===== config.mk =====
export PLATFORM = sky130hd
export DESIGN_NAME = multicycle_ctrl
export DESIGN_NICKNAME = d
export VERILOG_FILES = /design/src/rtl/ctrl_pkg.sv /design/src/rtl/ctrl_out_decode.sv /design/src/rtl/multicycle_ctrl.sv
export SDC_FILE = /design/constraint.sdc
export NUM_CORES = 1
export LEC_CHECK = 0
export ABC_AREA = 1
export BUFFER_PORTS_ARGS = -buffer_cell sky130_fd_sc_hd__buf_2
export CAP_MARGIN = 5
export CORE_ASPECT_RATIO = 1.25
export CORE_MARGIN = 2
export CORE_UTILIZATION = 42
export DETAILED_ROUTE_END_ITERATION = 8
export PLACE_DENSITY = 0.81
export SETUP_SLACK_MARGIN = 0.1
export SLEW_MARGIN = 20
export SYNTH_ARGS = -nofsm -noshare
export SYNTH_HDL_FRONTEND = slang
export SYNTH_SLANG_ARGS = --single-unit

===== constraint.sdc =====
create_clock -name clk -period 1.85 [get_ports clk]
set_input_delay 0.555 -clock clk [delete_from_list [all_inputs] [get_ports clk]]
set_output_delay 0.555 -clock clk [all_outputs]
set_load 0.02 [all_outputs]

===== src/rtl/ctrl_pkg.sv =====
// Shared types and encodings for the multicycle main control FSM.
// Imported by ctrl_out_decode and multicycle_ctrl.
package ctrl_pkg;

   typedef enum logic [3:0] {
      S_IDLE,
      S_FETCH,
      S_DECODE,
      S_MEM_ADDR,
      S_MEM_RD,
      S_MEM_WB,
      S_MEM_WR,
      S_EXEC,
      S_R_WB,
      S_BRANCH,
      S_ADDI_EX,
      S_ADDI_WB,
      S_JUMP
   } ctrl_state_t;

   // Opcodes as 6-bit values; users zero-extend them to their opcode width.
   localparam logic [5:0] OP_RTYPE = 6'b000000;
   localparam logic [5:0] OP_LW    = 6'b100011;
   localparam logic [5:0] OP_SW    = 6'b101011;
   localparam logic [5:0] OP_BEQ   = 6'b000100;
   localparam logic [5:0] OP_BNE   = 6'b000101;
   localparam logic [5:0] OP_ADDI  = 6'b001000;
   localparam logic [5:0] OP_J     = 6'b000010;

   localparam logic [1:0] ALUOP_ADD   = 2'b00;
   localparam logic [1:0] ALUOP_SUB   = 2'b01;
   localparam logic [1:0] ALUOP_FUNCT = 2'b10;

   localparam logic [1:0] PCSRC_ALU    = 2'b00;
   localparam logic [1:0] PCSRC_ALUOUT = 2'b01;
   localparam logic [1:0] PCSRC_JUMP   = 2'b10;

   localparam logic [1:0] ALUB_REG   = 2'b00;
   localparam logic [1:0] ALUB_ONE   = 2'b01;
   localparam logic [1:0] ALUB_IMM   = 2'b10;
   localparam logic [1:0] ALUB_SHIFT = 2'b11;

   typedef struct packed {
      logic       pc_write;
      logic       pc_write_cond;
      logic       branch_ne;
      logic [1:0] pc_source;
      logic       iord;
      logic       mem_read;
      logic       mem_write;
      logic       ir_write;
      logic       mem_to_reg;
      logic       reg_dst;
      logic       reg_write;
      logic       alu_src_a;
      logic [1:0] alu_src_b;
      logic [1:0] alu_op;
      logic       instr_done;
      logic       illegal_op;
   } ctrl_sigs_t;

   // States that hold a memory access open until mem_ready.
   function automatic logic is_mem_wait(input ctrl_state_t s);
      return (s == S_FETCH) || (s == S_MEM_RD) || (s == S_MEM_WR);
   endfunction

endpackage


===== src/rtl/ctrl_out_decode.sv =====
// Combinational control-output map from FSM state, opcode and mem_ready.
// Memory-completion outputs are gated by mem_ready in the stall states.
module ctrl_out_decode
   import ctrl_pkg::*;
#(
   parameter int OP_W = 6
) (
   input  ctrl_state_t       state_i,
   input  logic [OP_W-1:0]   op_i,
   input  logic              mem_ready_i,
   output ctrl_sigs_t        sigs_o
);

   localparam logic [OP_W-1:0] C_R    = OP_W'(OP_RTYPE);
   localparam logic [OP_W-1:0] C_LW   = OP_W'(OP_LW);
   localparam logic [OP_W-1:0] C_SW   = OP_W'(OP_SW);
   localparam logic [OP_W-1:0] C_BEQ  = OP_W'(OP_BEQ);
   localparam logic [OP_W-1:0] C_BNE  = OP_W'(OP_BNE);
   localparam logic [OP_W-1:0] C_ADDI = OP_W'(OP_ADDI);
   localparam logic [OP_W-1:0] C_J    = OP_W'(OP_J);

   logic op_known;

   assign op_known = (op_i == C_R) || (op_i == C_LW) || (op_i == C_SW) ||
                     (op_i == C_BEQ) || (op_i == C_BNE) || (op_i == C_ADDI) ||
                     (op_i == C_J);

   always_comb begin
      sigs_o = '0;
      case (state_i)
         S_FETCH: begin
            sigs_o.mem_read  = 1'b1;
            sigs_o.alu_src_b = ALUB_ONE;
            sigs_o.alu_op    = ALUOP_ADD;
            sigs_o.pc_source = PCSRC_ALU;
            sigs_o.ir_write  = mem_ready_i;
            sigs_o.pc_write  = mem_ready_i;
         end
         S_DECODE: begin
            sigs_o.alu_src_b  = ALUB_SHIFT;
            sigs_o.alu_op     = ALUOP_ADD;
            sigs_o.illegal_op = ~op_known;
         end
         S_MEM_ADDR, S_ADDI_EX: begin
            sigs_o.alu_src_a = 1'b1;
            sigs_o.alu_src_b = ALUB_IMM;
            sigs_o.alu_op    = ALUOP_ADD;
         end
         S_MEM_RD: begin
            sigs_o.mem_read = 1'b1;
            sigs_o.iord     = 1'b1;
         end
         S_MEM_WB: begin
            sigs_o.reg_write  = 1'b1;
            sigs_o.mem_to_reg = 1'b1;
            sigs_o.instr_done = 1'b1;
         end
         S_MEM_WR: begin
            sigs_o.mem_write  = 1'b1;
            sigs_o.iord       = 1'b1;
            sigs_o.instr_done = mem_ready_i;
         end
         S_EXEC: begin
            sigs_o.alu_src_a = 1'b1;
            sigs_o.alu_src_b = ALUB_REG;
            sigs_o.alu_op    = ALUOP_FUNCT;
         end
         S_R_WB: begin
            sigs_o.reg_write  = 1'b1;
            sigs_o.reg_dst    = 1'b1;
            sigs_o.instr_done = 1'b1;
         end
         S_BRANCH: begin
            sigs_o.alu_src_a     = 1'b1;
            sigs_o.alu_src_b     = ALUB_REG;
            sigs_o.alu_op        = ALUOP_SUB;
            sigs_o.pc_write_cond = 1'b1;
            sigs_o.pc_source     = PCSRC_ALUOUT;
            sigs_o.branch_ne     = (op_i == C_BNE);
            sigs_o.instr_done    = 1'b1;
         end
         S_ADDI_WB: begin
            sigs_o.reg_write  = 1'b1;
            sigs_o.instr_done = 1'b1;
         end
         S_JUMP: begin
            sigs_o.pc_write   = 1'b1;
            sigs_o.pc_source  = PCSRC_JUMP;
            sigs_o.instr_done = 1'b1;
         end
         default: ;
      endcase
   end

endmodule


===== src/rtl/multicycle_ctrl.sv =====
// Multicycle main control FSM: state register, sequencing, memory stall timeout.
// Optional performance counters enabled by defining CTRL_PERF_CNT_EN.
module multicycle_ctrl
   import ctrl_pkg::*;
#(
   parameter int OP_W        = 6,
   parameter int MEM_TIMEOUT = 255,
   parameter int CNT_W       = 32
) (
   input  logic              clk,
   input  logic              reset,
   input  logic [OP_W-1:0]   op,
   input  logic              mem_ready,
   output logic              pc_write,
   output logic              pc_write_cond,
   output logic              branch_ne,
   output logic [1:0]        pc_source,
   output logic              iord,
   output logic              mem_read,
   output logic              mem_write,
   output logic              ir_write,
   output logic              mem_to_reg,
   output logic              reg_dst,
   output logic              reg_write,
   output logic              alu_src_a,
   output logic [1:0]        alu_src_b,
   output logic [1:0]        alu_op,
   output logic              instr_done,
   output logic              illegal_op,
   output logic              mem_err,
   output logic [CNT_W-1:0]  cycle_cnt,
   output logic [CNT_W-1:0]  instr_cnt,
   output ctrl_state_t       state_dbg
);

   localparam int WAIT_W = (MEM_TIMEOUT < 2) ? 1 : $clog2(MEM_TIMEOUT + 1);

   localparam logic [OP_W-1:0] C_R    = OP_W'(OP_RTYPE);
   localparam logic [OP_W-1:0] C_LW   = OP_W'(OP_LW);
   localparam logic [OP_W-1:0] C_SW   = OP_W'(OP_SW);
   localparam logic [OP_W-1:0] C_BEQ  = OP_W'(OP_BEQ);
   localparam logic [OP_W-1:0] C_BNE  = OP_W'(OP_BNE);
   localparam logic [OP_W-1:0] C_ADDI = OP_W'(OP_ADDI);
   localparam logic [OP_W-1:0] C_J    = OP_W'(OP_J);

   ctrl_state_t       state_q, state_d;
   logic [WAIT_W-1:0] wait_q, wait_d;
   logic              stalling;
   logic              timeout;
   ctrl_sigs_t        sigs;

   assign stalling = is_mem_wait(state_q) && !mem_ready;
   assign timeout  = stalling && (MEM_TIMEOUT != 0) &&
                     (wait_q == WAIT_W'(MEM_TIMEOUT));

   always_ff @(posedge clk or posedge reset) begin
      if (reset) begin
         state_q <= S_IDLE;
         wait_q  <= '0;
      end else begin
         state_q <= state_d;
         wait_q  <= wait_d;
      end
   end

   // Counter is zero on entry to every stall state, including FETCH re-entry after an abort.
   always_comb begin
      wait_d = '0;
      if (stalling && !timeout) wait_d = wait_q + 1'b1;
   end

   always_comb begin
      state_d = state_q;
      case (state_q)
         S_IDLE:     state_d = S_FETCH;
         S_FETCH:    if (mem_ready) state_d = S_DECODE;
         S_DECODE: begin
            if (op == C_R)                      state_d = S_EXEC;
            else if (op == C_LW || op == C_SW)  state_d = S_MEM_ADDR;
            else if (op == C_BEQ || op == C_BNE) state_d = S_BRANCH;
            else if (op == C_ADDI)              state_d = S_ADDI_EX;
            else if (op == C_J)                 state_d = S_JUMP;
            else                                state_d = S_FETCH;
         end
         S_MEM_ADDR: state_d = (op == C_SW) ? S_MEM_WR : S_MEM_RD;
         S_MEM_RD: begin
            if (mem_ready)    state_d = S_MEM_WB;
            else if (timeout) state_d = S_FETCH;
         end
         S_MEM_WR: if (mem_ready || timeout) state_d = S_FETCH;
         S_EXEC:     state_d = S_R_WB;
         S_ADDI_EX:  state_d = S_ADDI_WB;
         S_MEM_WB, S_R_WB, S_BRANCH, S_ADDI_WB, S_JUMP: state_d = S_FETCH;
         default:    state_d = S_IDLE;
      endcase
   end

   ctrl_out_decode #(.OP_W(OP_W)) u_decode (
      .state_i     (state_q),
      .op_i        (op),
      .mem_ready_i (mem_ready),
      .sigs_o      (sigs)
   );

   assign pc_write      = sigs.pc_write;
   assign pc_write_cond = sigs.pc_write_cond;
   assign branch_ne     = sigs.branch_ne;
   assign pc_source     = sigs.pc_source;
   assign iord          = sigs.iord;
   assign mem_read      = sigs.mem_read;
   assign mem_write     = sigs.mem_write;
   assign ir_write      = sigs.ir_write;
   assign mem_to_reg    = sigs.mem_to_reg;
   assign reg_dst       = sigs.reg_dst;
   assign reg_write     = sigs.reg_write;
   assign alu_src_a     = sigs.alu_src_a;
   assign alu_src_b     = sigs.alu_src_b;
   assign alu_op        = sigs.alu_op;
   assign instr_done    = sigs.instr_done;
   assign illegal_op    = sigs.illegal_op;
   assign mem_err       = timeout;
   assign state_dbg     = state_q;

`ifdef CTRL_PERF_CNT_EN
   logic [CNT_W-1:0] cycle_q, cycle_d;
   logic [CNT_W-1:0] instr_q, instr_d;

   assign cycle_d = cycle_q + CNT_W'(1);
   assign instr_d = instr_q + CNT_W'(sigs.instr_done);

   always_ff @(posedge clk or posedge reset) begin
      if (reset) begin
         cycle_q <= '0;
         instr_q <= '0;
      end else begin
         cycle_q <= cycle_d;
         instr_q <= instr_d;
      end
   end

   assign cycle_cnt = cycle_q;
   assign instr_cnt = instr_q;
`else
   assign cycle_cnt = '0;
   assign instr_cnt = '0;
`endif

endmodule

== Yosys cells after proc, flatten, opt, wreduce, memory -nomap -nowiden ==
Cells that the tools add are included.

* Word-level logic and storage cells: 78
* Bits in registers: 12
* Bits of input ports: 9

* Mux-type cells: 26
* Bitwise operators: 1
* Reductions and logical operators: 26
* Add/sub/neg operators: 1
* Eq/ne operators: 22

{| class="wikitable"
|+ Operators by type and width
! operator !! count
|-
| $mux W4 || 9
|-
| $pmux W4 S8 || 1
|-
| $eq A4 B4 Y1 const B || 5
|-
| $pmux W4 S5 || 1
|-
| $eq A4 B3 Y1 const B || 4
|-
| $eq A6 B3 Y1 const B || 2
|-
| $eq A6 B6 Y1 const B || 2
|-
| $logic_or A1 B1 Y1 || 11
|-
| $mux W1 || 9
|-
| $add A8 B1 Y8 const B || 1
|-
| $eq A4 B2 Y1 const B || 2
|-
| $eq A8 B8 Y1 const B || 1
|-
| $mux W8 || 1
|-
| $eq A6 B2 Y1 const B || 1
|-
| $eq A6 B4 Y1 const B || 1
|-
| $logic_not A6 Y1 || 1
|-
| $reduce_or A2 Y1 || 3
|-
| $reduce_or A6 Y1 || 1
|-
| $reduce_or A5 Y1 || 1
|-
| $eq A4 B1 Y1 const B || 1
|-
| $logic_not A4 Y1 || 1
|-
| $mux W2 || 2
|-
| $pmux W1 S2 || 2
|-
| $pmux W2 S2 || 1
|-
| 9 further kinds || 12
|}

== Longest topological paths before layout ==
* Depth after elaboration: 9
* Mapped depth: 9

== Cells and area by module ==
Synthesis repeated with hierarchy kept, for this count alone.

* Cell total of the unflattened synthesis: 238
* Area total of the unflattened synthesis: 1,535.2 um^2

{| class="wikitable"
|+ By module, submodules not included
! module !! seq. area each (um^2) !! instances !! area each (um^2) !! cells an instance
|-
| multicycle_ctrl || 300.3 || 1 || 1,267.5 || 178
|-
| ctrl_out_decode || 0.0 || 1 || 267.8 || 60
|}

== Worst setup path after synthesis ==
No wires, ideal clock.

* Kind: register to output
* Start: reg state_q[3], in the netlist state_dbg[3]
* End: out branch_ne
* Cell stages (with the launch flop): 7
* Arrival time: 1.809 ns
* Path buffers: 0
* Data required time: 1.295 ns
* Setup slack: -0.514 ns
* Cells stage by stage: dfrtp_1 > inv_1 > nor2_1 > inv_2 > nor2_1 > inv_1 > nor3_1

* Word-level cells in the longest chain between the ends: 2

{| class="wikitable"
|+ RTL lines
! what !! RTL line !! RTL
|-
| from (decl) || multicycle_ctrl.sv:46 || <nowiki>ctrl_state_t state_q, state_d;</nowiki>
|-
| from (signal assigned) || multicycle_ctrl.sv:61 || <nowiki>state_q <= state_d;</nowiki>
|-
| $eq A4 B4 Y1 || ctrl_out_decode.sv:30 || <nowiki>case (state_i)</nowiki>
|-
| $mux W2 || ctrl_out_decode.sv:30 ||
|-
| to (decl) || multicycle_ctrl.sv:16 || <nowiki>output logic branch_ne,</nowiki>
|}

No other way between the ends.

== Worst setup path in the final report ==
* Start: reg state_q[3], in the netlist state_dbg[3]
* End: out instr_done

* Word-level cells in the longest chain between the ends: 3
* Elaborated cells between the ends (all ways): 8
* Classes of those cells: eq/ne: 6; mux: 1; reduce/logical: 1

{| class="wikitable"
|+ RTL lines
! what !! RTL line !! RTL
|-
| $eq A4 B4 Y1 or $eq A4 B3 Y1 (tied branches) || ctrl_out_decode.sv:30 ||
|-
| $reduce_or A5 Y1 (no line) || -- ||
|-
| $pmux W1 S2 * || ctrl_out_decode.sv:30 ||
|-
| to (decl) || multicycle_ctrl.sv:28 || <nowiki>output logic instr_done,</nowiki>
|}

Mark *: on every way between the ends. The rest lies on a longest branch, timed or not.

==> flow_summary.json <==
{
  "grt_pass1_vias": 1097,
  "drt_pass1_iterations": 4,
  "endpoint_kind": "primary output",
  "p_leak_uw": 0.00107,
  "crit_path_start_kind": "flop",
  "ioPinCount": 97,
  "synth-seq-cells": 12,
  "reg2reg_to": "state_dbg[1]",
  "cts_sinks": 12,
  "clkTransAtPathRegs_ns": 0.05,
  "root_buffer": "clkbuf_8",
  "area.sequential_um2": 305,
  "fin_hold_ws_ns": 0.305,
  "grt_max_degree": 13,
  "vdd_drop_max_mv": 0.746,
  "crit_arrival_ns": 1.53,
  "fmax_mhz": 479,
  "num_antenna_cells": 0,
  "overflow": 0,
  "fp.dieW_um": 55.7,
  "grt_usage": 0.147,
  "gp_congestion": 0.875,
  "rsz0062_at_grt": "true",
  "worst_slack_ns": -0.236,
  "multi_input_area_um2": 922,
  "drv_slew": 0,
  "portBuffers": 32,
  "finClkSkew_ns": 0.00445,
  "htree_levels": 1,
  "yosysUniqueCellTypes": 24,
  "power_density_mw_per_mm2": 1170,
  "worstReg2RegStart": "state_dbg[2]",
  "syn-cell-area_mm2": 0.00140,
  "post-route-util": 0.592,
  "final_nets": 282,
  "syn_area_per_cell_um2": 6.67,
  "area_growth_pct": 34.9,
  "antenna_found_initial": 0,
  "maxCapViolations": 0,
  "fillerInstances": 260,
  "drt-wirelength-per-cell_um": 10.1,
  "violations": "negative setup slack",
  "num_rows": 23,
  "hold_viol_final": 0,
  "rrSetupSlack_ns": 0.38,
  "status": "finished, violations left",
  "crit_fanout": 4,
  "min_path_type": "in -> async",
  "cts_tree": "done",
  "cts_buffers": 3,
  "drt-total-wl_um": 3110,
  "clock_latency_ns": 0.24,
  "crit_type": "reg -> out",
  "final_antenna_net_count": 0,
  "drt_iter0_drc": 32,
  "core_mm2": 0.00319,
  "yosys_warnings": 0,
  "clk_path_buf_depth": 2,
  "ys_seq_area_frac": 0.214,
  "grt_pass1_wl_um": 4400,
  "dieHeight_um": 68.6,
  "vias_per_cell": 4.30,
  "dieArea_mm2": 0.00382,
  "dp_hpwl_um": 2240,
  "reg2regPathDepth": 8,
  "report.final.setup_viol": 13,
  "fin_crit_ns": 2.09,
  "drive_above_1_share": 0.419,
  "drc": 0,
  "fin_crit_sh": 1.13,
  "syn_inst": 210,
  "num_vias": 1319,
  "initial_utilization": 0.439,
  "crit_required_ns": 1.29,
  "cts_hold_buf": 0
}
## final cells by class
cell class                 count  share of cell area
inverter                      25              0.0536
sequential                    12               0.161
clock buffer                   3              0.0218
tap                           37              0.0245
timing repair buffer          59               0.251
multi-input combinational    171               0.488
## cells by family after synthesis
kind of cell	count (synthesis)	synth area share
AOI/OAI and AO/OA	9	0.0420
DFF	12	0.214
and+or+nand+nor	96	0.311
xor gates and xnor gates	1	0.00625
buffers and inverters	90	0.415
other	1	0.00268
adders and majority gates	1	0.00893
## cells in the mapped netlist
master / number / area share
nor2_1: 27 / 0.072
nand3_1: 18 / 0.064
ha_1: 1 / 0.0089
conb_1: 1 / 0.0027
inv_1: 23 / 0.062
nor3_2: 1 / 0.0071
or2_4: 1 / 0.0063
nand2_2: 2 / 0.0089
xor2_1: 1 / 0.0063
and3_1: 1 / 0.0045
nor2_2: 5 / 0.022
nand2_1: 33 / 0.088
nor3_1: 3 / 0.011
o31ai_1: 1 / 0.0054
a21oi_4: 1 / 0.012
inv_2: 2 / 0.0054
a21oi_1: 3 / 0.011
o21ai_0: 3 / 0.011
o21ai_1: 1 / 0.0036
nand2_4: 1 / 0.0080
or2_1: 1 / 0.0045
nand4_1: 3 / 0.013
buf_4: 65 / 0.35
dfrtp_1: 12 / 0.21
## registers in the layout (all words and copies together), names as in the netlist
| name | count |
|---|---|
| state_dbg | 4 |
| wait_q | 8 |
## critical path, cell delays in order (launching register included)
cell,delay (ns)
dfrtp_2,0.47
inv_4,0.10
nor2_4,0.05
inv_4,0.09
nor2_4,0.05
nor2_2,0.08
o21ai_2,0.08
or2_4,0.24
buf_6,0.13
## metal layers
layer | routed length [um] | share of wire | up-vias | global-route usage
met5 | 0 | 0 | - | 0
met4 | 95 | 0.031 | 0 | 0.0793
met3 | 202 | 0.065 | 9 | 0.0243
met2 | 1730 | 0.55 | 66 | 0.314
met1 | 1090 | 0.35 | 595 | 0.131
li1 | - | - | 649 | -
## power breakdown
part | internal, uW | switching (uW) | total (uW)
logic | 665 | 935 | 1600
registers | 314 | 65.7 | 380
clock network | 143 | 90.8 | 234
total | 1120 | 1090 | 2210
## worst max path at each step
stage                       startpoint          to  slack [ns]  cells past startpoint
after floorplan           state_dbg[1]  instr_done       -0.01                      5
after global placement           op[5]  illegal_op       -0.06                      6
after detailed placement         op[5]  illegal_op       -0.09                      6
after CTS                 state_dbg[3]  instr_done       -0.18                      8
after global routing      state_dbg[3]  instr_done       -0.27                      7
final                     state_dbg[3]  instr_done       -0.24                      8
## what timing repair did
| item | 4_1_cts | 5_1_grt |
|---|---|---|
| gates resized for setup | 43 | 19 |
| pin swaps | 4 | 5 |
| setup endpoints to repair | 18 | 20 |
| buffers inserted | 12 | 3 |
## per-stage QoR
| stage | instances | cell area [um^2] | power, uW | worst slack [ns] | TNS, ns |
|---|---|---|---|---|---|
| 3_5_place_dp | 289 | 1550 | 1530 | -0.0887 | -0.149 |
| 6_report | 307 | 1890 | 2210 | -0.236 | -1.61 |
| 2_1_floorplan | 273 | 1740 | 1300 | -0.0150 | -0.0250 |
| 4_1_cts | 304 | 1790 | 2070 | -0.183 | -1.23 |
| 3_3_place_gp | 289 | 1550 | 1510 | -0.0553 | -0.0888 |
| 5_1_grt | 307 | 1890 | 2340 | -0.272 | -2.32 |
## cells in the final DEF, fill, tap and decap left out, types with 3 or more instances in the layout
cell type,n
conb_1,64
buf_4,29
nand2_1,28
nor2_1,17
buf_6,17
inv_1,15
nand3_1,14
buf_2,13
nor2_4,9
dfrtp_1,8
inv_2,7
nor2_2,6
nand2_2,4
nand2_4,4
dfrtp_2,4
inv_4,3
nand4_1,3
nand3_2,3
clkbuf_8,3
(Power assumes the default switching activity.)
